## src/rtl/fir_sample_feeder.sv

```systemverilog
// fir_sample_feeder
//   Captures strobed samples from an ADC/NCO front end into a small FIFO.
//   It then presents them to the FIR filter's AXI-stream data slave through a
//   registered valid/data stage. That stage is held stable until the filter
//   accepts it.
//   Dropped samples are never silent: each one sets a sticky flag and bumps a
//   saturating counter.
//
// Ports
//   sys_clk, sys_rst      clock; asynchronous active-high reset
//   sample_in             source sample (two's complement), qualified by sample_strobe
//   sample_strobe         one-cycle write request
//   enable                1 accepts strobes; 0 ignores them. The queue keeps draining.
//   clear_stats           synchronous clear of overflow/drop_count; wins over a drop
//   m_tdata, m_tvalid     output register toward the filter
//   m_tready              filter ready; it only feeds next-state logic
//   fifo_level            FIFO occupancy 0..FIFO_DEPTH, not counting the output register
//   overflow              sticky drop flag
//   drop_count            dropped-sample count, saturating at 0xFFFF
//
// Build option
//   FIR_FEEDER_TEST_RAMP_EN adds input test_mode and a ramp counter.
//   With test_mode=1, accepted writes store the counter instead of sample_in.
//   The counter advances on every accepted write.

module fir_sample_feeder #(
  parameter int DATA_W     = 24,
  parameter int FIFO_DEPTH = 16,
  parameter int ADDR_W     = 4
) (
  input  logic              sys_clk,
  input  logic              sys_rst,
  input  logic [DATA_W-1:0] sample_in,
  input  logic              sample_strobe,
  input  logic              enable,
  input  logic              clear_stats,
`ifdef FIR_FEEDER_TEST_RAMP_EN
  input  logic              test_mode,
`endif
  output logic [DATA_W-1:0] m_tdata,
  output logic              m_tvalid,
  input  logic              m_tready,
  output logic [ADDR_W:0]   fifo_level,
  output logic              overflow,
  output logic [15:0]       drop_count
);

  localparam logic [ADDR_W:0]   LVL_FULL = (ADDR_W+1)'(FIFO_DEPTH);
  localparam logic [ADDR_W:0]   LVL_ONE  = (ADDR_W+1)'(1);
  localparam logic [ADDR_W-1:0] PTR_ONE  = ADDR_W'(1);

  logic [DATA_W-1:0] mem [FIFO_DEPTH];
  logic [ADDR_W-1:0] wr_ptr;
  logic [ADDR_W-1:0] rd_ptr;
  logic [ADDR_W:0]   level;
  logic              out_full;

  logic              wr_req;
  logic              wr_acc;
  logic              drop;
  logic              pop;
  logic [DATA_W-1:0] wr_data;

  // Fullness and emptiness are judged on the pre-edge level. A full FIFO
  // therefore drops a write even when a pop happens in the same cycle.
  assign wr_req = sample_strobe & enable;
  assign wr_acc = wr_req & (level != LVL_FULL);
  assign drop   = wr_req & (level == LVL_FULL);

  // The output register reloads whenever it is empty or being consumed. This
  // keeps back-to-back transfers bubble-free. m_tready reaches only this
  // next-state term, never an output.
  assign pop    = (level != '0) & (~out_full | m_tready);

`ifdef FIR_FEEDER_TEST_RAMP_EN
  logic [DATA_W-1:0] ramp_cnt;

  always_ff @(posedge sys_clk or posedge sys_rst) begin
    if (sys_rst)
      ramp_cnt <= '0;
    else if (wr_acc)
      ramp_cnt <= ramp_cnt + DATA_W'(1);
  end

  assign wr_data = test_mode ? ramp_cnt : sample_in;
`else
  assign wr_data = sample_in;
`endif

  // Storage needs no reset: the pointers and level define which entries are live.
  always_ff @(posedge sys_clk) begin
    if (wr_acc)
      mem[wr_ptr] <= wr_data;
  end

  always_ff @(posedge sys_clk or posedge sys_rst) begin
    if (sys_rst) begin
      wr_ptr     <= '0;
      rd_ptr     <= '0;
      level      <= '0;
      out_full   <= 1'b0;
      m_tdata    <= '0;
      overflow   <= 1'b0;
      drop_count <= '0;
    end else begin
      if (wr_acc)
        wr_ptr <= wr_ptr + PTR_ONE;
      if (pop)
        rd_ptr <= rd_ptr + PTR_ONE;

      if (wr_acc && !pop)
        level <= level + LVL_ONE;
      else if (!wr_acc && pop)
        level <= level - LVL_ONE;

      if (pop) begin
        m_tdata  <= mem[rd_ptr];
        out_full <= 1'b1;
      end else if (out_full && m_tready) begin
        out_full <= 1'b0;
      end

      if (clear_stats) begin
        overflow   <= 1'b0;
        drop_count <= '0;
      end else if (drop) begin
        overflow <= 1'b1;
        if (drop_count != 16'hFFFF)
          drop_count <= drop_count + 16'd1;
      end
    end
  end

  assign m_tvalid   = out_full;
  assign fifo_level = level;

endmodule

```

## config.mk

```make
export PLATFORM = sky130hd
export DESIGN_NAME = fir_sample_feeder
export DESIGN_NICKNAME = d
export VERILOG_FILES = /design/src/rtl/fir_sample_feeder.sv
export SDC_FILE = /design/constraint.sdc
export NUM_CORES = 1
export LEC_CHECK = 0
export BUFFER_PORTS_ARGS = -buffer_cell sky130_fd_sc_hd__buf_2
export CAP_MARGIN = 25
export CORE_UTILIZATION = 50
export CTS_CLUSTER_DIAMETER = 200
export DETAILED_ROUTE_END_ITERATION = 12
export GPL_TIMING_DRIVEN = 0
export PLACE_DENSITY = 0.66
export SETUP_SLACK_MARGIN = 0.05
export SYNTH_ARGS = -nofsm -noshare
export SYNTH_HDL_FRONTEND = slang
export SYNTH_SLANG_ARGS = --single-unit
export TNS_END_PERCENT = 5
```

## constraint.sdc

```tcl
create_clock -name sys_clk -period 8.74 [get_ports sys_clk]
set_input_delay 1.748 -clock sys_clk [delete_from_list [all_inputs] [get_ports sys_clk]]
set_output_delay 1.748 -clock sys_clk [all_outputs]
set_load 0.01 [all_outputs]
```

After elaboration in Yosys (flattened, before gate mapping)
Memory sizes are Yosys's and may differ from the RTL's. A register that Yosys moved wholly into a read port is not among the register bits.
Index checks and enable logic that the tools add are counted.
Widths: inputs -> output; s select.

operators by class
  reductions and logical operators = 11
  muxes and demuxes = 11
  eq/ne operators = 3
  bitwise operators = 6
  add/sub/neg operators = 5

operator list
  operator               count
  $mux 16                3
  $add 16x1->16 const B  1
  $ne 16x16->1 const B   1
  $mux 5                 2
  $add 4x1->4 const B    2
  $reduce_bool 2->1      4
  $mux 1                 6
  $add 5x1->5 const B    1
  $eq 5x5->1 const B     1
  $ne 5x5->1 const B     1
  $reduce_bool 5->1      1
  $sub 5x1->5 const B    1
  $and 1x1->1            4
  $logic_and 1x1->1      3
  $logic_not 1->1        2
  $reduce_and 2->1       1
  $not 1->1              1
  $or 1x1->1             1

storage, ports and cells
  bits in writable memories = 384
  memories = 1
  register bits = 31
  word-level logic and storage cells = 43

memories
  memory  words  bits a word  rd ports  clocked after Yosys merged registers in  write ports  line  text
  mem     16     24           1         1                                        1            52    logic [DATA_W-1:0] mem [FIFO_DEPTH];

Longest topological paths before layout
Gate-level depths: netlist (run 1).

  word-level depth = 6
  mapped depth = 12
  mapped depth without buffers = 10

Worst setup path after synthesis (run 1)
Ideal clock, no wire load.

  path kind = input to register
  start = in sample_strobe
  end = mem mem[3][0] (enable)
  path slack = 4,233 ps
  arrival = 4,072 ps
  cell stages on the path = 4
  path buffers = 0
  data required time = 8,305 ps
  cell sequence = nand2_1 -> nor2_1 -> nand2_1 -> nor3_1

between the ends
  longest elaborated chain between the ends = 4

RTL lines
  item                          line  text
  start: declaration            34    input logic sample_strobe,
  $and 1x1->1                   66    assign wr_req = sample_strobe & enable;
  $and 1x1->1                   67    assign wr_acc = wr_req & (level != LVL_FULL);
  via wr_acc                    59    logic wr_acc;
  $mux 1                        92    if (wr_acc)
  $mux 1 (not written as such)  93    mem[wr_ptr] <= wr_data;
  end: declaration              52

The timed path passes the listed nets, and every way through them passes these cells.

Final worst setup path (run 1)
  start = in m_tready
  end = reg level[4] (netlist: fifo_level[4])

between the ends
  longest elaborated chain between the ends = 5
  elaborated cells on any way between the ends = 7
  classes of those cells = mux (1); bitwise (2); reduce/logical (4)

RTL lines
  item                                         line  text
  start: declaration                           42    input logic m_tready,
  $or 1x1->1 (*)                               73    assign pop = (level != '0) & (~out_full | m_tready);
  $and 1x1->1 (*)                              73
  $logic_not 1->1                              111   if (wr_acc && !pop)
  $logic_and 1x1->1                            111
  $mux 5 or $reduce_bool 2->1 (tied branches)  --
  end signal: assignment                       112   level <= level + LVL_ONE;
  end signal: assignment                       114   level <= level - LVL_ONE;
  end: declaration                             55    logic [ADDR_W:0] level;

Every way passes the cells marked *; elsewhere a longest branch is shown, timed or not.
A chain may end at the register's enable or synchronous reset.

==> results of run 1 <==
## registers in the layout, summed over array words and instances, names as in the netlist
| signal | count |
|---|---|
| drop_count | 16 |
| fifo_level | 5 |
| m_tdata | 24 |
| m_tvalid | 1 |
| mem | 384 |
| overflow | 1 |
| rd_ptr | 4 |
| wr_ptr | 4 |
## how the worst max path moves through the flow
stage                    end  slack (ns)
6_report       fifo_level[4]        4.55
5_1_grt        fifo_level[4]        4.35
4_1_cts        fifo_level[4]        4.56
3_5_place_dp   fifo_level[4]        4.03
3_3_place_gp      mem[3][14]        2.08
2_1_floorplan      mem[3][0]        4.23
## layout by cell type, fill, tap and decap left out, types with 9 or more instances in the layout
cell type / Yosys / layout
edfxtp_1: 384 / 384
mux4_2: 96 / 96
buf_2: 7 / 82
nand2_1: 62 / 62
dfrtp_1: 55 / 55
clkbuf_16: 0 / 47
clkbuf_1: 23 / 34
a21oi_1: 32 / 32
o21ai_0: 26 / 26
mux2_2: 25 / 25
mux2i_1: 23 / 23
nor2_1: 32 / 20
buf_1: 14 / 14
xnor2_1: 12 / 12
nor2_4: 0 / 12
buf_6: 1 / 10
ha_1: 10 / 10
inv_1: 10 / 9
## critical path, delay by kind of cell
kind | cells | cell delay [ns]
mux | 1 | 0.26
fa+ha+maj | 2 | 0.68
buf+inv | 4 | 1.10
simple gates | 1 | 0.15
xor+xnor | 1 | 0.14
compound gates | 3 | 0.57
## power breakdown
| part | leakage [µW] | total (µW) | switching, µW | internal [µW] |
|---|---|---|---|---|
| Sequential | 0.00415 | 2550 | 82.7 | 2460 |
| Combinational | 0.00204 | 1710 | 928 | 786 |
| Clock | 0.000719 | 1910 | 770 | 1140 |
| Total | 0.00690 | 6170 | 1780 | 4390 |
## area by class of cell
class / instances / share of cell area
Buffer: 45 / 0.00915
Multi-Input combinational cell: 384 / 0.205
Tap cell: 448 / 0.0277
Sequential cell: 439 / 0.638
Clock inverter: 21 / 0.0105
Antenna cell: 1 / 0.000124
Timing Repair Buffer: 105 / 0.0445
Clock buffer: 62 / 0.0629
Inverter: 11 / 0.00204
## kinds of logic after synthesis
group / count (synthesis) / synth area share
flip-flops: 439 / 0.752
multiplexers: 144 / 0.156
AND/OR/NAND/NOR: 135 / 0.0373
AO/OA/AOI/OAI: 74 / 0.0237
buffers and inverters: 56 / 0.0132
XOR/XNOR: 20 / 0.0102
adder cells (fa/ha/maj): 11 / 0.00845
## layer usage
| layer | vias up | GRT usage |
|---|---|---|
| met1 | 4568 | 0.315 |
| met2 | 291 | 0.362 |
| met3 | 54 | 0.0300 |
| li1 | 3839 | - |
| met4 | 0 | 0.0517 |
| met5 | - | 0 |
## through the flow
| step | std cells | hold slack, ns |
|---|---|---|
| floorplan | 879 | 0.507 |
| global placement | 1402 | 0.450 |
| detailed placement | 1427 | 0.454 |
| CTS | 1510 | 0.467 |
| global route | 1516 | 0.500 |
| finish | 1516 | 0.459 |
==> flow_summary.json, run 1 <==
{
  "final_nets": 1072,
  "fin_crit_sh": 0.479,
  "cts_setup_buffers": 0,
  "synth.most_common_cell": "edfxtp_1",
  "final_util": 0.600,
  "critPathKind": "primary input to flip-flop",
  "postPlaceCellArea_um2": 18700,
  "cap_violations": 0,
  "clock.fmax_mhz": 239,
  "p_leak_uw": 0.00690,
  "crit_path_end_kind": "flip-flop",
  "initialDrtViolationCount": 854,
  "firstDrtPassIters": 5,
  "root_buffer": "clkbuf_16",
  "wl_met1_um": 16000,
  "start_util": 0.510,
  "ioPinCount": 77,
  "synth_area_um2": 17200,
  "n_fill_cell": 2436,
  "cts_tree": "yes",
  "slew_headroom": 0.325,
  "fp.coreArea_um2": 33700,
  "cp_slowest_cell": "clkbuf_1",
  "detail-route-antenna-nets": 0,
  "path_cells": "buf_2 > nand2b_1 > o21a_1 > clkinv_1 > clkbuf_1 > ha_1 > inv_1 > ha_1 > a21o_1 > a21oi_1 > mux2i_1 > xnor2_1",
  "slew_viol_final": 0,
  "cts_hold_buf": 0,
  "total_power_uw": 6170,
  "synthTopCellsByArea": "edfxtp_1, mux4_2, dfrtp_1, mux2_2, nand2_1",
  "cts_resized": 0,
  "gp_congestion": 0.784,
  "layout-drive-gt1-share": 0.302,
  "critPathLaunch": "m_tready",
  "synth-seq-cells": 439,
  "wl_met2_um": 18300,
  "rows": 67,
  "area_growth_pct": 17.8,
  "die_area_um2": 35100,
  "cp_common_cell": "ha_1",
  "drt-vias-per-instance": 5.77,
  "grt_overflow": 0,
  "fin_worst_skew_ns": 0.0149,
  "synthFlopType": "edfxtp_1",
  "status": "finished, final reports clean",
  "h-tree-depth": 2,
  "async_flop_share": 0.125,
  "path_clk_slew_ns": 0.06,
  "grt.total_usage": 0.220,
  "routed-wl-met3_um": 2410,
  "r2r-end": "fifo_level[4]",
  "vias": 8752,
  "synth.avg_cell_area_um2": 19.5,
  "fin_area_um2": 20200,
  "top_layer_used": "met4",
  "peakVddDrop_uv": 193,
  "seq_area_frac_synth": 0.752,
  "drc": 0,
  "clock_path_buffers": 3,
  "crit_fanout": 10,
  "wl_per_cell_um": 24.8,
  "min_period_ns": 4.19,
  "worstRegToRegCells": 12,
  "hold_path.class": "flip-flop to flip-flop",
  "slowest_delay_ns": 0.72,
  "hold_depth": 2,
  "synth_top_area_share": 0.671,
  "netlist_instances": 879,
  "dp_slack_ns": 4.03,
  "wirelength_um": 37600,
  "setup_violations": 0,
  "required_ns": 9.20,
  "io_buffers": 75,
  "worstReg2RegStart": "fifo_level[0]",
  "worst_slew_pin_slew_ns": 1.01,
  "grt_pass1_wl_um": 56500,
  "clk_latency_ns": 0.53,
  "worst-endpoint-arrival_ns": 4.65,
  "synth.net_count": 920,
  "cts.sinks": 439,
  "yosys_warnings": 0,
  "antenna_found_initial": 1,
  "min_from": "m_tdata[5]",
  "detailed_place_hpwl_um": 23800,
  "synth_common_cells": "edfxtp_1, mux4_2, nand2_1",
  "min_to": "m_tdata[5]",
  "die_x_um": 187,
  "rsz0062_at_grt": "no",
  "grt_pass1_vias": 8956,
  "die_h_um": 187,
  "grt_max_degree": 25,
  "ys_types": 44,
  "cts_buffers": 45,
  "pwr_density_cell_nw_per_um2": 305,
  "synth.largest_area_cell": "edfxtp_1",
  "startpoint_type": "primary input",
  "regArea_um2": 12900,
  "rrSetupSlack_ns": 4.82,
  "multi_input_area_um2": 4150,
  "hold_viol": 0,
  "layout_setup_ws_ns": 4.55,
  "tns_ns": 0,
  "synth_edf_count": 384
}
(Power assumes the default switching activity.)
==> run 2: changes to the inputs <==
--- a/config.mk
+++ b/config.mk
@@ -11,7 +11,7 @@
 export CTS_CLUSTER_DIAMETER = 200
 export DETAILED_ROUTE_END_ITERATION = 12
 export GPL_TIMING_DRIVEN = 0
-export PLACE_DENSITY = 0.66
+export PLACE_DENSITY = 0.69
 export SETUP_SLACK_MARGIN = 0.05
 export SYNTH_ARGS = -nofsm -noshare
 export SYNTH_HDL_FRONTEND = slang
==> constraint.sdc (replaced) <==
create_clock -name sys_clk -period 3.5 [get_ports sys_clk]
set_input_delay 0.7 -clock sys_clk [delete_from_list [all_inputs] [get_ports sys_clk]]
set_output_delay 0.7 -clock sys_clk [all_outputs]
set_load 0.01 [all_outputs]
==> run 2 against run 1 <==
Compared with the run above: via count hardly changed; sequential share of layout area is 0.22 points lower; sequential power up 150%; cell count is 0.26% lower; setup slack worse by 4.3 ns; power rose to 2.6 times the previous value; utilization rose by 0.21 points; sequential cell count unchanged; combinational power rose to 2.5 times the previous value; critical path type is now flip-flop to flip-flop; largest cell class unchanged; highest routed layer is now met5.
==> flow_summary.json, run 2 (synthesis results as in run 1) <==
{
  "status": "finished, final reports clean",
  "gp_congestion": 0.750,
  "fp.coreArea_um2": 33700,
  "drt-vias-per-instance": 5.79,
  "cts.sinks": 439,
  "rrSetupSlack_ns": 0.25,
  "root_buffer": "clkbuf_16",
  "critPathKind": "flip-flop to flip-flop",
  "min_period_ns": 3.25,
  "fin_crit_sh": 0.930,
  "layout_setup_ws_ns": 0.245,
  "clock.fmax_mhz": 307,
  "crit_path_end_kind": "flip-flop",
  "slew_viol_final": 0,
  "rows": 67,
  "ioPinCount": 77,
  "grt_pass1_vias": 8842,
  "initialDrtViolationCount": 844,
  "die_h_um": 187,
  "total_power_uw": 15800,
  "wl_per_cell_um": 24.4,
  "clk_latency_ns": 0.55,
  "crit_fanout": 16,
  "peakVddDrop_uv": 415,
  "cap_violations": 0,
  "use_met2": 0.343,
  "power.net_switching_uw": 4530,
  "critPathLaunch": "fifo_level[0]",
  "drc": 0,
  "cts_buffers": 45,
  "h-tree-depth": 2,
  "fin_area_um2": 20300,
  "sw_frac_of_total": 0.288,
  "layout-drive-gt1-share": 0.303,
  "stdcell_count": 1512,
  "worst_slew_pin_slew_ns": 1.05,
  "grt_overflow": 0,
  "worstReg2RegStart": "fifo_level[0]",
  "grt_pass1_wl_um": 55400,
  "hold_path.class": "primary input to async pin",
  "antenna_found_initial": 2,
  "fin_worst_skew_ns": 0.0113,
  "detail-route-antenna-nets": 0,
  "worst-endpoint-arrival_ns": 3.73,
  "grt_max_degree": 56,
  "final_common_cell": "edfxtp_1",
  "clock_path_buffers": 3,
  "internal_power_uw": 11200,
  "dp.cells": 1426,
  "detailed_place_hpwl_um": 23100,
  "grt_use_met3": 0.0364,
  "mostFrequentLayoutCells": "edfxtp_1, mux4_2, buf_2, nand2_1, dfrtp_1",
  "dp_slack_ns": -0.354,
  "reg.largest.list": "mem: 384 flops, m_tdata: 24 flops, drop_count: 16 flops",
  "rsz0062_at_grt": "yes",
  "vias": 8757,
  "combPwrFrac": 0.273,
  "worstRegToRegCells": 11,
  "die_area_um2": 35100,
  "p_leak_uw": 0.00693,
  "final_nets": 1067,
  "start_util": 0.510,
  "area_growth_pct": 18.2,
  "largest_reg_flops": 384,
  "setup_violations": 0,
  "required_ns": 3.97,
  "met1_usage": 0.308,
  "tns_ns": 0,
  "cts_setup_buffers": 0,
  "slew_headroom": 0.303,
  "die_x_um": 187,
  "cts_tree": "yes",
  "pwr_density_cell_nw_per_um2": 776,
  "postPlaceCellArea_um2": 18700,
  "wirelength_um": 36900,
  "hold_viol": 0,
  "grt.total_usage": 0.215,
  "io_buffers": 75,
  "max_flop_register": "mem",
  "p_seq_frac": 0.402,
  "r2r-end": "fifo_level[4]",
  "firstDrtPassIters": 5,
  "clockPowerShare": 0.325,
  "startpoint_type": "flip-flop",
  "path_clk_slew_ns": 0.06,
  "grt-busiest-layer": "met2"
}
run 2: metal layers:
metal	wire [µm]	vias to the layer above
met5	13	-
met2	17900	285
li1	-	3827
met4	850	2
met1	16100	4587
met3	2040	56
run 2: metrics by stage:
step / utilization / hold slack [ns]
floorplan: - / 0.507
global placement: 0.538 / 0.448
detailed placement: 0.554 / 0.451
CTS: 0.602 / 0.358
global route: 0.603 / 0.405
finish: 0.603 / 0.326
run 2: repair_timing:
item / in CTS / in global routing
setup endpoints to repair: 3 / 2
resized for setup: 1 / 3
hold buffers: 0 / 0
run 2: critical path, cell delays in order, from the launching register on:
cell,delay [ns]
dfrtp_1,0.41
or4_1,0.53
buf_2,0.17
o21a_1,0.27
clkinv_2,0.30
ha_1,0.28
inv_1,0.11
ha_1,0.34
a21o_1,0.19
a21oi_1,0.20
mux2i_1,0.25
xnor2_1,0.13
run 2: power by group through the flow:
stage          registers (µW)  clock network [µW]  logic (µW)
6_report                 6330                5120        4310
3_5_place_dp             6440                   0        4300
3_3_place_gp             6440                   0        3990
4_1_cts                  6340                5170        4320
5_1_grt                  6370                5370        4640
2_1_floorplan            6490                   0        2750
run 2: how the worst max path moves through the flow:
stage | endpoint | slack [ns] | cells after the start
4_1_cts | m_tdata[21] | 0.1 | 7
2_1_floorplan | mem[0][0] | 0.08 | 4
3_5_place_dp | fifo_level[4] | -0.35 | 12
6_report | fifo_level[4] | 0.25 | 11
3_3_place_gp | mem[1][12] | -2.10 | 5
5_1_grt | fifo_level[4] | 0.02 | 11
run 2: area by class of cell:
class                           instances  area, µm²
Sequential cell                       439      12900
Multi-Input combinational cell        384       4160
Fill cell                            2423      13400
Inverter                               11       45.0
Buffer                                 44        183
Clock buffer                           51       1150
Antenna cell                            1       2.50
Clock inverter                         33        447
Timing Repair Buffer                  101        853
Tap cell                              448        561
==> run 3: changes to the inputs <==
--- a/config.mk
+++ b/config.mk
@@ -5,13 +5,14 @@
 export SDC_FILE = /design/constraint.sdc
 export NUM_CORES = 1
 export LEC_CHECK = 0
+export ABC_AREA = 1
 export BUFFER_PORTS_ARGS = -buffer_cell sky130_fd_sc_hd__buf_2
 export CAP_MARGIN = 25
 export CORE_UTILIZATION = 50
 export CTS_CLUSTER_DIAMETER = 200
 export DETAILED_ROUTE_END_ITERATION = 12
 export GPL_TIMING_DRIVEN = 0
-export PLACE_DENSITY = 0.69
+export PLACE_DENSITY = 0.68
 export SETUP_SLACK_MARGIN = 0.05
 export SYNTH_ARGS = -nofsm -noshare
 export SYNTH_HDL_FRONTEND = slang
==> run 3 against run 2 <==
Compared with the run above: global-route usage is 3.6 points higher; largest power group unchanged; highest routed layer is now met4; sequential power is 0.6% higher; combinational power is 23% higher; design area is 2.0% higher; utilization is 2.0 points lower; clock-buffer cell count is 18 higher; first-iteration DRC count is 49% higher; clock power is 6.1% lower; critical path type unchanged; die area is 5.0% higher.
==> flow_summary.json, run 3 <==
{
  "die_area_um2": 36800,
  "clock_path_buffers": 3,
  "pwr_density_cell_nw_per_um2": 796,
  "mostFrequentLayoutCells": "nand2_1, edfxtp_1, nand3_1, buf_2, dfrtp_1",
  "peakVddDrop_uv": 490,
  "vias": 12346,
  "slew_headroom": 0.333,
  "grt_pass1_vias": 11760,
  "io_buffers": 76,
  "yosys_warnings": 0,
  "final_common_cell": "nand2_1",
  "internal_power_uw": 10500,
  "multi_input_area_um2": 4690,
  "stdcell_count": 2230,
  "detailed_place_hpwl_um": 28600,
  "fin_worst_skew_ns": 0.0315,
  "fp.coreArea_um2": 35600,
  "hold_viol": 0,
  "cts_hold_buf": 0,
  "ys_types": 34,
  "root_buffer": "clkbuf_16",
  "slew_viol_final": 0,
  "crit_path_end_kind": "flip-flop",
  "startpoint_type": "flip-flop",
  "synthTopCellsByArea": "edfxtp_1, nand2_1, dfrtp_1, nand3_1, buf_2",
  "combPwrFrac": 0.322,
  "cts_resized": 0,
  "rows": 69,
  "antenna_found_initial": 2,
  "area_growth_pct": 14.9,
  "synth_area_um2": 18000,
  "regArea_um2": 12900,
  "power.net_switching_uw": 5980,
  "critPathKind": "flip-flop to flip-flop",
  "wirelength_um": 45200,
  "fin_crit_sh": 0.747,
  "ioPinCount": 77,
  "grt_pass1_wl_um": 68200,
  "start_util": 0.507,
  "dp.cells": 2148,
  "p_seq_frac": 0.386,
  "layout-drive-gt1-share": 0.141,
  "holdWs_ns": 0.168,
  "initialDrtViolationCount": 1258,
  "rsz0062_at_grt": "no",
  "required_ns": 4.01,
  "cts_buffers": 45,
  "drc": 0,
  "seq_area_frac_synth": 0.715,
  "synth.largest_area_cell": "edfxtp_1",
  "path_clk_slew_ns": 0.06,
  "grt.total_usage": 0.252,
  "n_fill_cell": 2897,
  "hold_path.class": "primary input to async pin",
  "final_nets": 1775,
  "synth.most_common_cell": "nand2_1",
  "gp_congestion": 0.849,
  "detail-route-antenna-nets": 0,
  "grt_overflow": 0,
  "p_leak_uw": 0.00813,
  "max_flop_register": "mem",
  "min_period_ns": 2.61,
  "clock.fmax_mhz": 383,
  "netlist_instances": 1603,
  "grt_max_degree": 38,
  "synth-seq-cells": 439,
  "sw_frac_of_total": 0.362,
  "synth.avg_cell_area_um2": 11.3,
  "worst-endpoint-arrival_ns": 3.12,
  "async_flop_share": 0.125,
  "clockPowerShare": 0.292,
  "firstDrtPassIters": 5,
  "die_x_um": 192,
  "wl_per_cell_um": 20.3,
  "synthFlopType": "edfxtp_1",
  "synth.net_count": 1644,
  "synth_edf_count": 384,
  "reg.largest.list": "mem: 384 flops, m_tdata: 24 flops, drop_count: 16 flops",
  "synth_common_cells": "nand2_1, edfxtp_1, nand3_1",
  "synth_top_area_share": 0.639,
  "cts_tree": "yes",
  "largest_reg_flops": 384,
  "cap_violations": 0,
  "worst_slew_pin_slew_ns": 0.998,
  "die_h_um": 192,
  "status": "finished, final reports clean",
  "h-tree-depth": 2,
  "setup_violations": 0,
  "clk_latency_ns": 0.58,
  "crit_fanout": 10,
  "cts_setup_buffers": 0,
  "cts.sinks": 439,
  "drt-vias-per-instance": 5.54
}
## run 3: cell types whose count changed in the layout (fill, tap and decap cells not counted), moves of 15 or more
cell / previous run / this run
nand3_1: 7 / 244
inv_1: 9 / 31
mux2i_1: 23 / 0
buf_2: 82 / 135
nand2_1: 62 / 657
mux2_2: 25 / 0
mux4_2: 96 / 0
o21ai_0: 26 / 11
## run 3: per-layer routing
layer / up-vias / GRT usage / wire length, µm
met1: 6013 / 0.340 / 18400
met5: - / 0 / 0
met4: 0 / 0.0748 / 976
li1: 5753 / - / -
met3: 74 / 0.0477 / 3820
met2: 506 / 0.415 / 22000
## run 3: final timing paths
check | from | endpoint | slack, ns | depth (start not counted)
max in group asynchronous | sys_rst | m_tdata[6] | 2.70 | 3
max reg2reg | fifo_level[0] | fifo_level[4] | 0.89 | 13
min in group sys_clk | clear_stats | overflow | 0.36 | 2
max | fifo_level[0] | fifo_level[4] | 0.89 | 13
min | sys_rst | m_tdata[9] | 0.17 | 2
min reg2reg | m_tdata[4] | m_tdata[4] | 0.48 | 2
## run 3: power by group through the flow
stage / sequential (µW) / combinational (µW) / clock, µW
4_1_cts: 6370 / 5290 / 4840
2_1_floorplan: 6510 / 3290 / 0
3_5_place_dp: 6470 / 5260 / 0
6_report: 6370 / 5310 / 4810
3_3_place_gp: 6470 / 5070 / 0
5_1_grt: 6410 / 5880 / 5060
## run 3: final cells by class
class,count,share of cell area
sequential,439,0.623
multi-input combinational,1045,0.226
clock buffer,69,0.0652
tap,461,0.0278
timing repair buffer,84,0.0243
buffer,79,0.0195
inverter,40,0.00731
clock inverter,12,0.00652
antenna,1,0.000121
## run 3: critical path, cell delays in order (launching register included)
cell and delay [ns]:
dfrtp_1 0.44, nor2_2 0.16, nand3b_1 0.11, nand2_2 0.28, buf_2 0.32, ha_1 0.27, inv_1 0.11, ha_1 0.29
nand2_1 0.09, nand2_1 0.06, a21oi_1 0.15, xor2_1 0.16, nand2_1 0.06, nand2_1 0.05
## run 3: cells by family (layout without fill, tap and decap cells)
family / count (synthesis) / count (layout) / share of synthesized area
flip-flops: 439 / 439 / 0.715
XOR/XNOR: 15 / 15 / 0.00728
AO/OA/AOI/OAI: 64 / 64 / 0.0185
other: 0 / 1 / 0
adder cells (fa/ha/maj): 11 / 11 / 0.00805
AND/OR/NAND/NOR: 955 / 955 / 0.220
buffers and inverters: 119 / 284 / 0.0308
## run 3: stage by stage
step                setup WS (ns)  area, µm²  power [µW]   util  setup TNS, ns
floorplan                   0.459      18000        9800      -              0
global route                0.661      20700       17400  0.582              0
detailed placement          0.666      19200       11700  0.541              0
global placement            -1.31      19000       11500  0.534        -129.92
CTS                         0.855      20700       16500  0.582              0
finish                      0.886      20700       16500  0.583              0
